### src/rtl/rv_ahbl_2m_arbiter.sv
// rtl/rv_ahbl_2m_arbiter.sv - two-master to one-slave AHB-Lite arbiter
// Losing masters are stalled and their accepted address phase is held in a skid register.
module rv_ahbl_2m_arbiter #(
  parameter int ADDR_W = 32,
  parameter int DATA_W = 32,
  parameter bit RR_EN  = 1'b0
) (
  input  logic              cpu_clk,
  input  logic              pad_cpu_rst_b,
  input  logic [ADDR_W-1:0] m0_haddr,
  input  logic [1:0]        m0_htrans,
  input  logic              m0_hwrite,
  input  logic [2:0]        m0_hsize,
  input  logic [2:0]        m0_hburst,
  input  logic [3:0]        m0_hprot,
  input  logic              m0_hlock,
  input  logic [DATA_W-1:0] m0_hwdata,
  output logic [DATA_W-1:0] m0_hrdata,
  output logic              m0_hready,
  output logic              m0_hresp,
  input  logic [ADDR_W-1:0] m1_haddr,
  input  logic [1:0]        m1_htrans,
  input  logic              m1_hwrite,
  input  logic [2:0]        m1_hsize,
  input  logic [2:0]        m1_hburst,
  input  logic [3:0]        m1_hprot,
  input  logic              m1_hlock,
  input  logic [DATA_W-1:0] m1_hwdata,
  output logic [DATA_W-1:0] m1_hrdata,
  output logic              m1_hready,
  output logic              m1_hresp,
  output logic [ADDR_W-1:0] s_haddr,
  output logic [1:0]        s_htrans,
  output logic              s_hwrite,
  output logic [2:0]        s_hsize,
  output logic [2:0]        s_hburst,
  output logic [3:0]        s_hprot,
  output logic              s_hmastlock,
  output logic [DATA_W-1:0] s_hwdata,
  input  logic [DATA_W-1:0] s_hrdata,
  input  logic              s_hready,
  input  logic              s_hresp
);

  typedef struct packed {
    logic [ADDR_W-1:0] addr;
    logic [1:0]        trans;
    logic              write;
    logic [2:0]        size;
    logic [2:0]        burst;
    logic [3:0]        prot;
    logic              lock;
  } addr_phase_t;

  typedef enum logic [1:0] {OWN_NONE = 2'd0, OWN_M0 = 2'd1, OWN_M1 = 2'd2} owner_e;

  addr_phase_t live0, live1, hold0, hold1, src0, src1, src_sel, src_gcur;
  owner_e      downer;
  logic        pend0, pend1, gcur, last, lockh;
  logic        req0, req1, req_sel, sel, issue, capture0, capture1;

  assign live0 = '{addr: m0_haddr, trans: m0_htrans, write: m0_hwrite, size: m0_hsize,
                   burst: m0_hburst, prot: m0_hprot, lock: m0_hlock};
  assign live1 = '{addr: m1_haddr, trans: m1_htrans, write: m1_hwrite, size: m1_hsize,
                   burst: m1_hburst, prot: m1_hprot, lock: m1_hlock};

  assign src0     = pend0 ? hold0 : live0;
  assign src1     = pend1 ? hold1 : live1;
  assign src_gcur = gcur ? src1 : src0;

  always_comb begin
    m0_hready = 1'b1;
    m0_hresp  = 1'b0;
    m1_hready = 1'b1;
    m1_hresp  = 1'b0;
    if (downer == OWN_M0) begin
      m0_hready = s_hready;
      m0_hresp  = s_hresp;
    end else if (pend0) begin
      m0_hready = 1'b0;
    end
    if (downer == OWN_M1) begin
      m1_hready = s_hready;
      m1_hresp  = s_hresp;
    end else if (pend1) begin
      m1_hready = 1'b0;
    end
  end

  // Reset masks requests so the slave port goes idle immediately, not at the next edge.
  assign req0 = pad_cpu_rst_b & (pend0 | (m0_hready & m0_htrans[1]));
  assign req1 = pad_cpu_rst_b & (pend1 | (m1_hready & m1_htrans[1]));

  always_comb begin
    sel = gcur;
    if (lockh || (src_gcur.trans == 2'b11)) sel = gcur;
    else if (req0 && req1)                  sel = RR_EN ? ~last : 1'b0;
    else if (req0)                          sel = 1'b0;
    else if (req1)                          sel = 1'b1;
  end

  assign src_sel  = sel ? src1 : src0;
  assign req_sel  = sel ? req1 : req0;
  assign issue    = s_hready & req_sel;
  assign capture0 = pad_cpu_rst_b & m0_hready & m0_htrans[1] & ~(issue & ~sel & ~pend0);
  assign capture1 = pad_cpu_rst_b & m1_hready & m1_htrans[1] & ~(issue &  sel & ~pend1);

  assign s_haddr     = pad_cpu_rst_b ? src_sel.addr  : '0;
  assign s_hwrite    = pad_cpu_rst_b ? src_sel.write : 1'b0;
  assign s_hsize     = pad_cpu_rst_b ? src_sel.size  : 3'd0;
  assign s_hburst    = pad_cpu_rst_b ? src_sel.burst : 3'd0;
  assign s_hprot     = pad_cpu_rst_b ? src_sel.prot  : 4'd0;
  assign s_htrans    = req_sel ? src_sel.trans : 2'b00;
  assign s_hmastlock = req_sel & src_sel.lock;

  always_comb begin
    s_hwdata = '0;
    if (downer == OWN_M0)      s_hwdata = m0_hwdata;
    else if (downer == OWN_M1) s_hwdata = m1_hwdata;
  end

  assign m0_hrdata = s_hrdata;
  assign m1_hrdata = s_hrdata;

  always_ff @(posedge cpu_clk or negedge pad_cpu_rst_b) begin
    if (!pad_cpu_rst_b) begin
      pend0  <= 1'b0;
      pend1  <= 1'b0;
      hold0  <= '0;
      hold1  <= '0;
      downer <= OWN_NONE;
      gcur   <= 1'b0;
      lockh  <= 1'b0;
      last   <= 1'b1;
    end else begin
      if (s_hready) begin
        if (issue) begin
          downer <= sel ? OWN_M1 : OWN_M0;
          gcur   <= sel;
          last   <= sel;
          lockh  <= src_sel.lock;
        end else begin
          downer <= OWN_NONE;
        end
      end
      if (capture0) begin
        pend0 <= 1'b1;
        hold0 <= live0;
      end else if (issue && !sel) begin
        pend0 <= 1'b0;
      end
      if (capture1) begin
        pend1 <= 1'b1;
        hold1 <= live1;
      end else if (issue && sel) begin
        pend1 <= 1'b0;
      end
    end
  end

endmodule

### config.mk
export PLATFORM = sky130hd
export DESIGN_NAME = rv_ahbl_2m_arbiter
export DESIGN_NICKNAME = d
export VERILOG_FILES = /design/src/rtl/rv_ahbl_2m_arbiter.sv
export SDC_FILE = /design/constraint.sdc
export NUM_CORES = 1
export LEC_CHECK = 0
export BUFFER_PORTS_ARGS = -buffer_cell sky130_fd_sc_hd__clkbuf_2
export CELL_PAD_IN_SITES_DETAIL_PLACEMENT = 0
export CELL_PAD_IN_SITES_GLOBAL_PLACEMENT = 1
export CORE_MARGIN = 2
export CORE_UTILIZATION = 36
export CTS_CLUSTER_SIZE = 10
export DETAILED_ROUTE_END_ITERATION = 10
export PLACE_DENSITY_LB_ADDON = 0.25
export SETUP_SLACK_MARGIN = 0.1
export SYNTH_ARGS = -nofsm -noshare
export SYNTH_HDL_FRONTEND = slang
export SYNTH_SLANG_ARGS = --single-unit
### constraint.sdc
create_clock -name cpu_clk -period 3.35 [get_ports cpu_clk]
set_input_delay 0.1675 -clock cpu_clk [delete_from_list [all_inputs] [get_ports cpu_clk]]
set_output_delay 0.1675 -clock cpu_clk [all_outputs]
set_load 0.05 [all_outputs]
Yosys cells after proc, flatten, opt, wreduce, memory -nomap -nowiden. Index checks and enable logic that the tools add are counted. Widths: inputs -> output; s select.

Word-level logic and storage cells: 82. Register bits after elaboration: 98. Output and inout port bits: 146.

Mux-type cells: 29. Bitwise operators: 23. Reductions and logical operators: 8. Equality and inequality tests: 3.

Operator list (count): $mux 46 (3); $mux 32 (3); $and 1x1->1 (16); $mux 1 (16); $mux 14 (1); $mux 2 (3); $mux 3 (2); $not 1->1 (5); $eq 2x2->1 const B (2); $mux 4 (1); $reduce_bool 2->1 (2); $logic_and 1x1->1 (3); $eq 2x1->1 const B (1); $or 1x1->1 (2); $reduce_and 2->1 (1); $logic_not 1->1 (1); $logic_or 1x1->1 (1).

Logic depth before layout (Yosys ltp). Gate-level depths: netlist of the first run.

Depth after elaboration: 16. Depth in mapped cells: 9.

Least setup slack after synthesis of the first run. OpenSTA, ideal clock, no wires.

Path type: flip-flop to output port. From: register downer[0]. To: output s_htrans[0]. Setup slack: 522 ps. Arrival time: 2660 ps. Data required time: 3182 ps. Cell stages (with the launch flop): 9. Cell sequence: dfrtp_1 nor2b_1 buf_2 a21oi_1 nor3_1 o21ai_0 buf_2 a211oi_1 a211oi_1.

Cells in the longest elaborated chain, start to end: 11. Elaborated cells between the ends (all ways): 18. Classes of those cells: 2 x eq/ne; 9 x mux; 6 x bitwise; 1 x reduce/logical.

RTL lines: start, declared (RTL line 58) `owner_e downer;`; start signal, assigned (RTL line 138) `downer <= sel ? OWN_M1 : OWN_M0;`; $eq 2x2->1 (RTL line 82) `if (downer == OWN_M1) begin`; $mux 1 (RTL line 82); $and 1x1->1 (RTL line 92) `assign req1 = pad_cpu_rst_b & (pend1 | (m1_hready & m1_htrans[1]));`; $or 1x1->1 (RTL line 92); $and 1x1->1 (RTL line 92); $mux 1 (RTL line 99) `else if (req1) sel = 1'b1;`; $mux 1 (RTL line 98) `else if (req0) sel = 1'b0;`; $mux 1 (RTL line 97) `else if (req0 && req1) sel = RR_EN ? ~last : 1'b0;`; $mux 1 (RTL line 96) `if (lockh || (src_gcur.trans == 2'b11)) sel = gcur;`; $mux 46 or $mux 1 (tied branches) (RTL line 102, 103); $mux 2 * (RTL line 113) `assign s_htrans = req_sel ? src_sel.trans : 2'b00;`; end, declared (RTL line 33) `output logic [1:0] s_htrans,`.

Every way passes the cells marked *; elsewhere a longest branch is shown, timed or not.

Worst setup path after layout of the first run.
From: register pend1. To: output s_haddr[28].

Cells in the longest elaborated chain, start to end: 11. Elaborated cells between the ends (all ways): 16. Classes of those cells: 1 x eq/ne; 10 x mux; 3 x bitwise; 2 x reduce/logical.

RTL lines: start, declared (RTL line 59) `logic pend0, pend1, gcur, last, lockh;`; start signal, assigned (RTL line 128) `pend1 <= 1'b0;`; start signal, assigned (RTL line 153) `pend1 <= 1'b1;`; start signal, assigned (RTL line 156) `pend1 <= 1'b0;`; $mux 1 (RTL line 85) `end else if (pend1) begin`; $mux 1 (RTL line 82); $and 1x1->1 (RTL line 92); $or 1x1->1 (RTL line 92); $and 1x1->1 (RTL line 92); $mux 1 (RTL line 99); $mux 1 (RTL line 98); $mux 1 (RTL line 97); $mux 1 (RTL line 96); $mux 46 * (RTL line 102) `assign src_sel = sel ? src1 : src0;`; $mux 32 * (RTL line 108) `assign s_haddr = pad_cpu_rst_b ? src_sel.addr : '0;`; end, declared (RTL line 32) `output logic [ADDR_W-1:0] s_haddr,`.

Marks and branches as above.

==> results of run 1 <==
==> how the worst min path moves through the flow <==
stage / slack [ps] / depth (start not counted) / end
after floorplan: -130 / 0 / downer[0]
after global placement: 30 / 1 / downer[0]
after detailed placement: 30 / 1 / downer[0]
after CTS: 30 / 2 / hold1[39]
after global routing: 40 / 2 / hold1[35]
final: 40 / 2 / hold0[40]
==> cells in the mapped netlist (2+ instances only) <==
master,number
sky130_fd_sc_hd__dfrtp_1,98
sky130_fd_sc_hd__mux2i_1,92
sky130_fd_sc_hd__nand2_1,90
sky130_fd_sc_hd__buf_4,65
sky130_fd_sc_hd__mux2_2,47
sky130_fd_sc_hd__and3_1,46
sky130_fd_sc_hd__mux2_1,44
sky130_fd_sc_hd__a22o_1,32
sky130_fd_sc_hd__clkbuf_1,19
sky130_fd_sc_hd__buf_1,10
sky130_fd_sc_hd__buf_6,8
sky130_fd_sc_hd__buf_2,6
sky130_fd_sc_hd__nor2_1,6
sky130_fd_sc_hd__nor2b_1,5
sky130_fd_sc_hd__a211oi_1,4
sky130_fd_sc_hd__o21ai_0,4
sky130_fd_sc_hd__a21o_1,3
sky130_fd_sc_hd__a21oi_1,3
sky130_fd_sc_hd__and2_1,3
sky130_fd_sc_hd__inv_1,3
sky130_fd_sc_hd__and3b_1,2
sky130_fd_sc_hd__nand2b_1,2
sky130_fd_sc_hd__nand3_1,2
sky130_fd_sc_hd__nor3_1,2
sky130_fd_sc_hd__o21a_1,2
==> metrics by stage <==
step	area [um^2]	util, %
2_1_floorplan	6400	-
3_3_place_gp	7320	42.2
3_5_place_dp	7320	42.2
4_1_cts	7620	43.9
5_1_grt	7620	43.9
6_report	7620	43.9
==> kinds of logic after synthesis <==
| group | after synthesis |
|---|---|
| AOI/OAI and AO/OA | 57 |
| adders and majority gates | 1 |
| buffers and inverters | 111 |
| DFF | 98 |
| muxes | 183 |
| and+or+nand+nor | 161 |
==> registers in the layout, summed over array words and instances (netlist names) <==
register	flops
downer	2
hold0	46
lockh	1
pend0	1
hold1	46
pend1	1
gcur	1
==> final cells by class <==
type / count / area [um^2]
fillers: 1717 / 9730
flip-flops and latches: 98 / 2460
clock buffers: 12 / 267
multi-input cells: 402 / 3230
inverters: 3 / 11.3
repair buffers: 256 / 1350
well taps: 225 / 282
clock inverters: 3 / 21.3
==> metal layers <==
layer	track usage (%)	routed length, um
met1	24.7	8070
met2	35.1	9740
met3	6.51	1830
met4	6.87	265
met5	3.33	80
==> worst max-delay path: cells and delay by family (launching register included) <==
kind / cells / cell delay [ps]
and+or+nand+nor: 4 / 730
AOI/OAI and AO/OA: 2 / 670
DFF: 1 / 650
buffers and inverters: 2 / 500
==> power by group <==
part	leakage (nW)	switching, mW	internal (mW)
registers	1.16	0.354	1.78
clock network	0.141	0.442	0.562
logic	2.84	3.23	1.73
total	4.14	4.03	4.07
==> layout by cell type (no fill, tap or decap), drive strengths merged, types with 2 or more instances in the layout <==
master / n
and3b: 2
o311ai: 2
and3: 46
nand2: 90
a21o: 3
inv: 4
nor2b: 5
nor3: 2
dfrtp: 98
and2: 3
a211oi: 4
nand3: 2
clkbuf: 251
nor2: 6
buf: 16
nand2b: 2
a22o: 32
a21oi: 3
o21ai: 5
o21a: 2
mux2: 91
mux2i: 92
==> timing repair <==
action | CTS | global route
setup endpoints to repair | 2 | 46
setup buffers | 0 | 0
resized for setup | 1 | 1
endpoints found under the hold margin | 6 | 0
hold buffers | 1 | 0
==> results.md, run 1 <==
* Number of standard-cell rows in the floorplan at 48
* Growth of design area from synthesis to finish at 19.2%
* Hold slack final at 42.7 ps
* Clock-pin slew on the worst setup and hold paths at 70 ps
* Share of synthesized area spent on multiplexers at 30.4%
* Hold Crit Start: m0_haddr[26]
* Worst flop-to-flop path startpoint: pend1
* Synth cell types at 38
* Clock skew at 11.4 ps
* Top cell type's share of synthesized area at 38.3%
* Maximum operating frequency at 0.326 GHz
* Post-synthesis sequential area ratio at 38.3%
* Complex-gate fraction of the synthesized area at 7.71%
* Cell-by-cell trace of the critical path: nor2_1 -> a21o_1 -> nor3_1 -> o21a_2 -> buf_4 -> nand2_1 -> and3_1 -> clkbuf_2
* DRC violation count after routing at 0
* Critical Path AT at 2900 ps
* Ratio of cells with drive above 1 in the final layout at 42.2%
* Xor/xnor cell area share of the yosys netlist at 0%
* IO Pins at 338
* Worst setup path startpoint: pend1
* Worst Path Max Fanout at 25
* Effective utilization at floorplan at 36.9%
* Placeable core region at 0.0174 mm^2
* Number of nets in the layout at 962
* Largest family of logic cells by synthesized area: multiplexers
* Width of the die at 137 um
* Post-placement worst setup slack at 434 ps
* Insertion delay of the later-clocked pin in the worst-skew pair at 350 ps
* Worst path slowest cell: sky130_fd_sc_hd__dfrtp_4
* Reg-to-reg endpoint: hold0[30]
* Finished Layout Cells at 999
* EDFF count, synth at 0
* Worst slew slack as a fraction of its limit at 28.6%
* Average cell area after synthesis at 10.5 um^2
* CP endpoint kind: output pin
* Clock tree from TritonCTS: built
* Num Clock Sinks at 98
* HPWL reported at the end of detailed placement at 15700 um
* H-tree level count at 3
* Setup slack of the critical path after layout at 280 ps
* Starting DRC count in detailed routing at 223
* Basic-gate share of the synthesized area counting and, or, nand and nor cells at 12.0%
* Async SR Flop Fraction at 100%
* Global router's overall resource usage at 20.7%
* Deepest clock path buffer count at 2
* Run status: finished, final reports clean
* Average wire per cell in the routed design at 20.0 um
* Number of hold-slack violations in the final timing report at 0
* Gpl congestion at 0.849
* Antenna cell count at 0
* Final global-route overflow total at 0
* Number of antenna violations at the first check in global routing at 0
* Unrepaired setup endpoints after global routing: true
* Number of instances in the placed design at 983
* First-pass GRT wire length at 29100 um
* Aggregate routed wire length at 20000 um
* Number of warnings reported in the yosys synthesis log at 0
* Setup slack of the most critical reg-to-reg path at 690 ps
* VDD IR-drop max at 505 uV
* Tot Pwr at 8.10 mW
* Vias after detailed routing at 5141
* Final total negative setup slack at 0 ps
* Worst setup endpoint: s_haddr[28]
* Post-synthesis sequential element count at 98
* Number of instances in the synthesized netlist at 611
* Depth of the worst register-to-register path at 6
* Pwr/cell area at 1060 mW/mm^2
* Transition time at the pin with the least slew margin at 1070 ps
* Buffers on Ports at 241
* Post-synthesis adder-cell area fraction at 0.156%
* Flip-flop cell with the highest count after synthesis: sky130_fd_sc_hd__dfrtp_1
* Start-to-end type of the worst setup path: flop to output pin
* Remaining antenna violation count at 0
* Maximum number of pins on one net before global-route repair at 100
* Delay of the slowest cell on the worst path at 650 ps
* Static Leakage at 4.14 nW
* Root Buffer: sky130_fd_sc_hd__clkbuf_16
* Min-delay worst type: primary input to flop
* Cell types with the largest area share after synthesis: sky130_fd_sc_hd__dfrtp_1, sky130_fd_sc_hd__mux2i_1, sky130_fd_sc_hd__mux2_2
* Startpoint type of the worst setup path: flop
* Slew Limit Fails at 0
* Pre-antenna DRT Iters at 4
* Ratio of routed vias to standard cells at 5.15
* Largest area contributor in the synthesized netlist: sky130_fd_sc_hd__dfrtp_1
* Post-synthesis instance area at 0.00640 mm^2
* Crit path required time at 3180 ps
* # Max-Cap Violations at 0
* Number of global-route vias before repair at 5197
* Total Die Area at 0.0189 mm^2
* Die Span Y at 137 um
* Number of setup violations in the final report at 0
* Min Clock Period, post-route at 3070 ps
* Total nets after synthesis at 803
* CTS buffer count at 9
* Final period utilization at 91.6%
Power figures use the tool's default switching activity.
==> run 2: changes to the inputs <==
--- a/config.mk
+++ b/config.mk
@@ -9,7 +9,8 @@
 export CELL_PAD_IN_SITES_DETAIL_PLACEMENT = 0
 export CELL_PAD_IN_SITES_GLOBAL_PLACEMENT = 1
 export CORE_MARGIN = 2
-export CORE_UTILIZATION = 36
+export CORE_UTILIZATION = 37
+export CTS_BUF_LIST = sky130_fd_sc_hd__clkbuf_2
 export CTS_CLUSTER_SIZE = 10
 export DETAILED_ROUTE_END_ITERATION = 10
 export PLACE_DENSITY_LB_ADDON = 0.25
==> results.md, run 2 (synthesis gave the netlist of run 1 again) <==
* Maximum number of pins on one net before global-route repair at 91
* Maximum operating frequency at 0.331 GHz
* CTS buffer count at 9
* Clock skew at 26.8 ps
* Effective utilization at floorplan at 37.4%
* Remaining antenna violation count at 0
* Largest registers: hold0 (46), hold1 (46), downer (2)
* Growth of design area from synthesis to finish at 31.1%
* Most common library cell in the layout ignoring fill and taps: sky130_fd_sc_hd__clkbuf_2
* Min Clock Period, post-route at 3020 ps
* # Max-Cap Violations at 0
* Unrepaired setup endpoints after global routing: false
* Pre-antenna DRT Iters at 4
* Clock tree from TritonCTS: built
* Start-to-end type of the worst setup path: flop to output pin
* Number of nets in the layout at 1057
* Width of the die at 135 um
* Aggregate routed wire length at 20500 um
* Num Clock Sinks at 98
* Number of global-route vias before repair at 5580
* Buffers on Ports at 241
* Clock-pin slew on the worst setup and hold paths at 280 ps
* Finished Layout Cells at 1096
* Starting DRC count in detailed routing at 202
* CP endpoint kind: output pin
* Insertion delay of the later-clocked pin in the worst-skew pair at 620 ps
* Ratio of routed vias to standard cells at 4.99
* Number of antenna violations at the first check in global routing at 1
* Leading cell types in the layout, fill and taps excluded: sky130_fd_sc_hd__clkbuf_2, sky130_fd_sc_hd__dfrtp_1, sky130_fd_sc_hd__dlygate4sd3_1
* IO Pins at 338
* DRC violation count after routing at 0
* Area taken by multi-input logic gates at 0.00324 mm^2
* Switching Power at 4.02 mW
* Worst Path Max Fanout at 16
* Global router's overall resource usage at 22.0%
* Number of setup violations in the final report at 0
* Fillcell total at 1627
* Gpl congestion at 0.854
* Worst slew slack as a fraction of its limit at 33.7%
* Pwr/cell area at 924 mW/mm^2
* Root Buffer: sky130_fd_sc_hd__clkbuf_2
* Vias after detailed routing at 5472
* Static Leakage at 4.47 nW
* Die Span Y at 135 um
* Run status: finished, final reports clean
* Placeable core region at 0.0171 mm^2
* P_int at 3.73 mW
* Number of hold-slack violations in the final timing report at 0
* Hold slack final at 156 ps
* Number of standard-cell rows in the floorplan at 48
* VDD IR-drop max at 584 uV
* Final period utilization at 90.1%
* Final total negative setup slack at 0 ps
* Transition time at the pin with the least slew margin at 995 ps
* Number of instances in the placed design at 983
* Share of total power in sequential cells at 26.9%
* H-tree level count at 3
* Ratio of cells with drive above 1 in the final layout at 38.0%
* HPWL reported at the end of detailed placement at 15400 um
* Min-delay worst type: primary input to flop
* Startpoint type of the worst setup path: flop
* Power share of the combinational group at 65.3%
* Crit path required time at 3180 ps
* Register area at 0.00245 mm^2
* Final global-route overflow total at 0
* Share of power burned in the clock network at 7.8%
* Critical Path AT at 2850 ps
* Slew Limit Fails at 0
* Total Die Area at 0.0184 mm^2
* Deepest clock path buffer count at 2
* Sw Share at 51.9%
* Average wire per cell in the routed design at 18.7 um
* First-pass GRT wire length at 30700 um
* Core Util, Final at 49.0%
run 2: cell count changes in the layout (fill, tap and decap cells not counted), moves of 2 or more:
cell	before	now
sky130_fd_sc_hd__clkbuf_2	239	250
sky130_fd_sc_hd__clkbuf_16	9	0
sky130_fd_sc_hd__dlygate4sd3_1	1	94
sky130_fd_sc_hd__clkbuf_8	3	1
run 2: repair_timing:
item,4_1_cts,5_1_grt
buffers inserted,1,1
pin swaps,0,1
setup endpoints to repair,1,36
endpoints found under the hold margin,191,0
gates resized for setup,0,5
hold buffers,94,0
run 2: area by class of cell:
class                           count  area share (%)
Clock buffer                       11           0.656
Antenna cell                        1          0.0298
Timing Repair Buffer              351            27.3
Tap cell                          225            3.36
Inverter                            3           0.134
Sequential cell                    98            29.3
Multi-Input combinational cell    402            38.6
Clock inverter                      5           0.656
run 2: power groups by stage:
stage          Combinational, mW  Sequential [mW]  Clock [mW]
2_1_floorplan               4.10             2.00           0
3_3_place_gp                4.89             2.08           0
3_5_place_dp                4.96             2.12           0
4_1_cts                     5.08             2.08       0.626
5_1_grt                     5.42             2.17       0.670
6_report                    5.06             2.09       0.607
run 2: final timing paths:
check | start | end | slack (ps) | depth (start not counted)
setup / recovery | pend1 | s_haddr[7] | 330 | 8
min in group asynchronous | pad_cpu_rst_b | hold1[2] | 250 | 3
hold / removal | m0_htrans[1] | pend0 | 160 | 3
setup reg to reg | pend0 | hold1[31] | 790 | 7
hold reg to reg | hold1[26] | hold1[26] | 530 | 1
max in group asynchronous | pad_cpu_rst_b | hold1[31] | 2270 | 3
run 2: critical path: stages, from the launching register on:
cell and delay [ps]:
sky130_fd_sc_hd__dfrtp_2 560, sky130_fd_sc_hd__and3_1 190, sky130_fd_sc_hd__nor3_1 240, sky130_fd_sc_hd__nand3_1 230, sky130_fd_sc_hd__o21a_2 240, sky130_fd_sc_hd__buf_4 210, sky130_fd_sc_hd__nand2_1 70, sky130_fd_sc_hd__and3_1 190
sky130_fd_sc_hd__clkbuf_2 290
run 2: per-layer routing:
layer,wire length [um],track usage [%],vias up
li1,-,-,2603
met1,8420,26.1,2633
met2,9810,36.1,211
met3,1910,8.42,25
met4,406,8.45,0
met5,0,0,-
run 2: metrics by stage:
step / setup slack, ps / instance area, um^2 / total power [mW]
finish: 331 / 8390 / 7.75
CTS: 134 / 8370 / 7.79
floorplan: 522 / 6400 / 6.10
detailed placement: 707 / 7310 / 7.08
global placement: 778 / 7310 / 6.98
global route: 96.3 / 8390 / 8.26
==> run 3: changes to the inputs <==
--- a/config.mk
+++ b/config.mk
@@ -14,6 +14,7 @@
 export CTS_CLUSTER_SIZE = 10
 export DETAILED_ROUTE_END_ITERATION = 10
 export PLACE_DENSITY_LB_ADDON = 0.25
+export REMOVE_ABC_BUFFERS = 1
 export SETUP_SLACK_MARGIN = 0.1
 export SYNTH_ARGS = -nofsm -noshare
 export SYNTH_HDL_FRONTEND = slang
==> results.md, run 3 (synthesis gave the netlist of run 1 again) <==
* Delay of the slowest cell on the worst path at 630 ps
* Start-to-end type of the worst setup path: flop to output pin
* Worst flop-to-flop path startpoint: pend0
* Vias after detailed routing at 5593
* Startpoint type of the worst setup path: flop
* Effective utilization at floorplan at 37.4%
* Placeable core region at 0.0171 mm^2
* Remaining antenna violation count at 0
* Largest registers: hold0 (46), hold1 (46), downer (2)
* Worst Path Max Fanout at 13
* Maximum operating frequency at 0.327 GHz
* Antenna cell count at 0
* Num Clock Sinks at 98
* Clock tree from TritonCTS: built
* Depth of the worst register-to-register path at 7
* Number of hold-slack violations in the final timing report at 0
* # Max-Cap Violations at 0
* First-pass GRT wire length at 31200 um
* Global-route track usage on met1 at 29.2%
* Total Die Area at 0.0184 mm^2
* Deepest clock path buffer count at 2
* Average wire per cell in the routed design at 18.7 um
* Number of nets in the layout at 1059
* Insertion delay of the later-clocked pin in the worst-skew pair at 630 ps
* Gpl congestion at 0.769
* Core Util, Final at 49.7%
* CTS buffer count at 9
* Global router's overall resource usage at 22.3%
* Cell-by-cell trace of the critical path: and3_1 -> nor3_1 -> nand3_2 -> o21a_4 -> buf_4 -> nand2_1 -> and3_1 -> clkbuf_2
* Number of global-route vias before repair at 5886
* Pre-antenna DRT Iters at 4
* Ratio of routed vias to standard cells at 5.10
* CP endpoint kind: output pin
* Crit path required time at 3180 ps
* Leading cell types in the layout, fill and taps excluded: sky130_fd_sc_hd__clkbuf_2, sky130_fd_sc_hd__dfrtp_1, sky130_fd_sc_hd__dlygate4sd3_1
* Final global-route overflow total at 0
* Width of the die at 135 um
* Number of antenna violations at the first check in global routing at 0
* Transition time at the pin with the least slew margin at 1210 ps
* IO Pins at 338
* Reg-to-reg endpoint: hold1[45]
* VDD IR-drop max at 458 uV
* Unrepaired setup endpoints after global routing: false
* Global-route met2 utilization at 32.7%
* Worst-case hold path end point: pend0
* DRC violation count after routing at 0
* Buffers on Ports at 241
* Number of standard-cell rows in the floorplan at 48
* Root Buffer: sky130_fd_sc_hd__clkbuf_2
* Critical Path AT at 2890 ps
* Maximum number of pins on one net before global-route repair at 77
* Clock-pin slew on the worst setup and hold paths at 270 ps
* Worst slew slack as a fraction of its limit at 19.4%
* Growth of design area from synthesis to finish at 32.9%
* Pwr/cell area at 933 mW/mm^2
* Static Leakage at 4.50 nW
* Hold Crit Start: m0_htrans[1]
* Die Span Y at 135 um
* Cell depth of the worst min-delay path at 3
* Aggregate routed wire length at 20500 um
* HPWL reported at the end of detailed placement at 14500 um
* Final total negative setup slack at 0 ps
* Clock skew at 56.7 ps
* Ratio of cells with drive above 1 in the final layout at 38.3%
* Slew Limit Fails at 0
* Most congested layer reported by global routing: met2
* Final period utilization at 91.2%
* H-tree level count at 3
* Setup slack of the most critical reg-to-reg path at 340 ps
* Worst path slowest cell: sky130_fd_sc_hd__dfrtp_4
* Min Clock Period, post-route at 3050 ps
* Min-delay worst type: primary input to flop
* Run status: finished, final reports clean
* Starting DRC count in detailed routing at 248
* Most prevalent standard cell on the critical path: sky130_fd_sc_hd__and3_1
* Number of setup violations in the final report at 0
* Most common library cell in the layout ignoring fill and taps: sky130_fd_sc_hd__clkbuf_2
* M3 GR Usage at 9.91%
-- run 3: cell types whose count changed in the layout (fill, tap and decap cells not counted), sizes merged --
| cell | before | now |
|---|---|---|
| buf | 17 | 20 |
| clkbuf | 251 | 247 |
| o21ai | 5 | 6 |
| clkinv | 2 | 1 |
| bufinv | 1 | 2 |
| diode | 1 | 0 |
| inv | 3 | 5 |
-- run 3: what timing repair did --
action	CTS	global route
resized for setup	6	1
endpoints found under the setup margin	46	8
buffers inserted	5	0
endpoints found under the hold margin	191	0
cloned	1	0
hold buffers	94	0
pin swaps	1	1
-- run 3: critical path: cells and delay by family, from the launching register on --
kind,cells,cell delay [ps]
and+or+nand+nor,5,960
DFF,1,630
buffers and inverters,2,460
AOI/OAI and AO/OA,1,220
-- run 3: worst max-delay path by stage --
stage / startpoint / to / slack [ps]
final: pend1 / s_haddr[29] / 300
after global routing: pend1 / s_haddr[29] / 120
after CTS: pend1 / s_htrans[0] / 220
after detailed placement: pend0 / hold1[45] / 350
after global placement: pend0 / hold1[28] / 460
after floorplan: pend0 / s_htrans[0] / -3010
-- run 3: layer usage --
layer / part of all wire [%] / wire (um)
met5: 0.30 / 61
met4: 1.8 / 360
met3: 10 / 2100
met2: 42 / 8710
met1: 45 / 9300
-- run 3: cell type report --
type,count,area (um^2)
Clock buffer,9,45.0
Clock inverter,7,98.8
Fill cell,1629,8610
Inverter,3,11.3
Multi-Input combinational cell,403,3280
Sequential cell,98,2460
Tap cell,225,282
Timing Repair Buffer,352,2330
-- run 3: where the power goes --
group | internal (mW) | switching, mW
logic | 1.86 | 3.25
registers | 1.77 | 0.358
clock network | 0.252 | 0.451
-- run 3: through the flow --
step                instances  area (um^2)  hold slack (ps)  power [mW]  setup slack (ps)
global route             1097         8500              188        8.47               115
global placement          981         7340             75.4        6.97               458
detailed placement        981         7340             85.2        7.08               354
CTS                      1097         8500              132        8.00               223
floorplan                 503         5680             -128        5.87             -3010
finish                   1097         8500              207        7.93               296
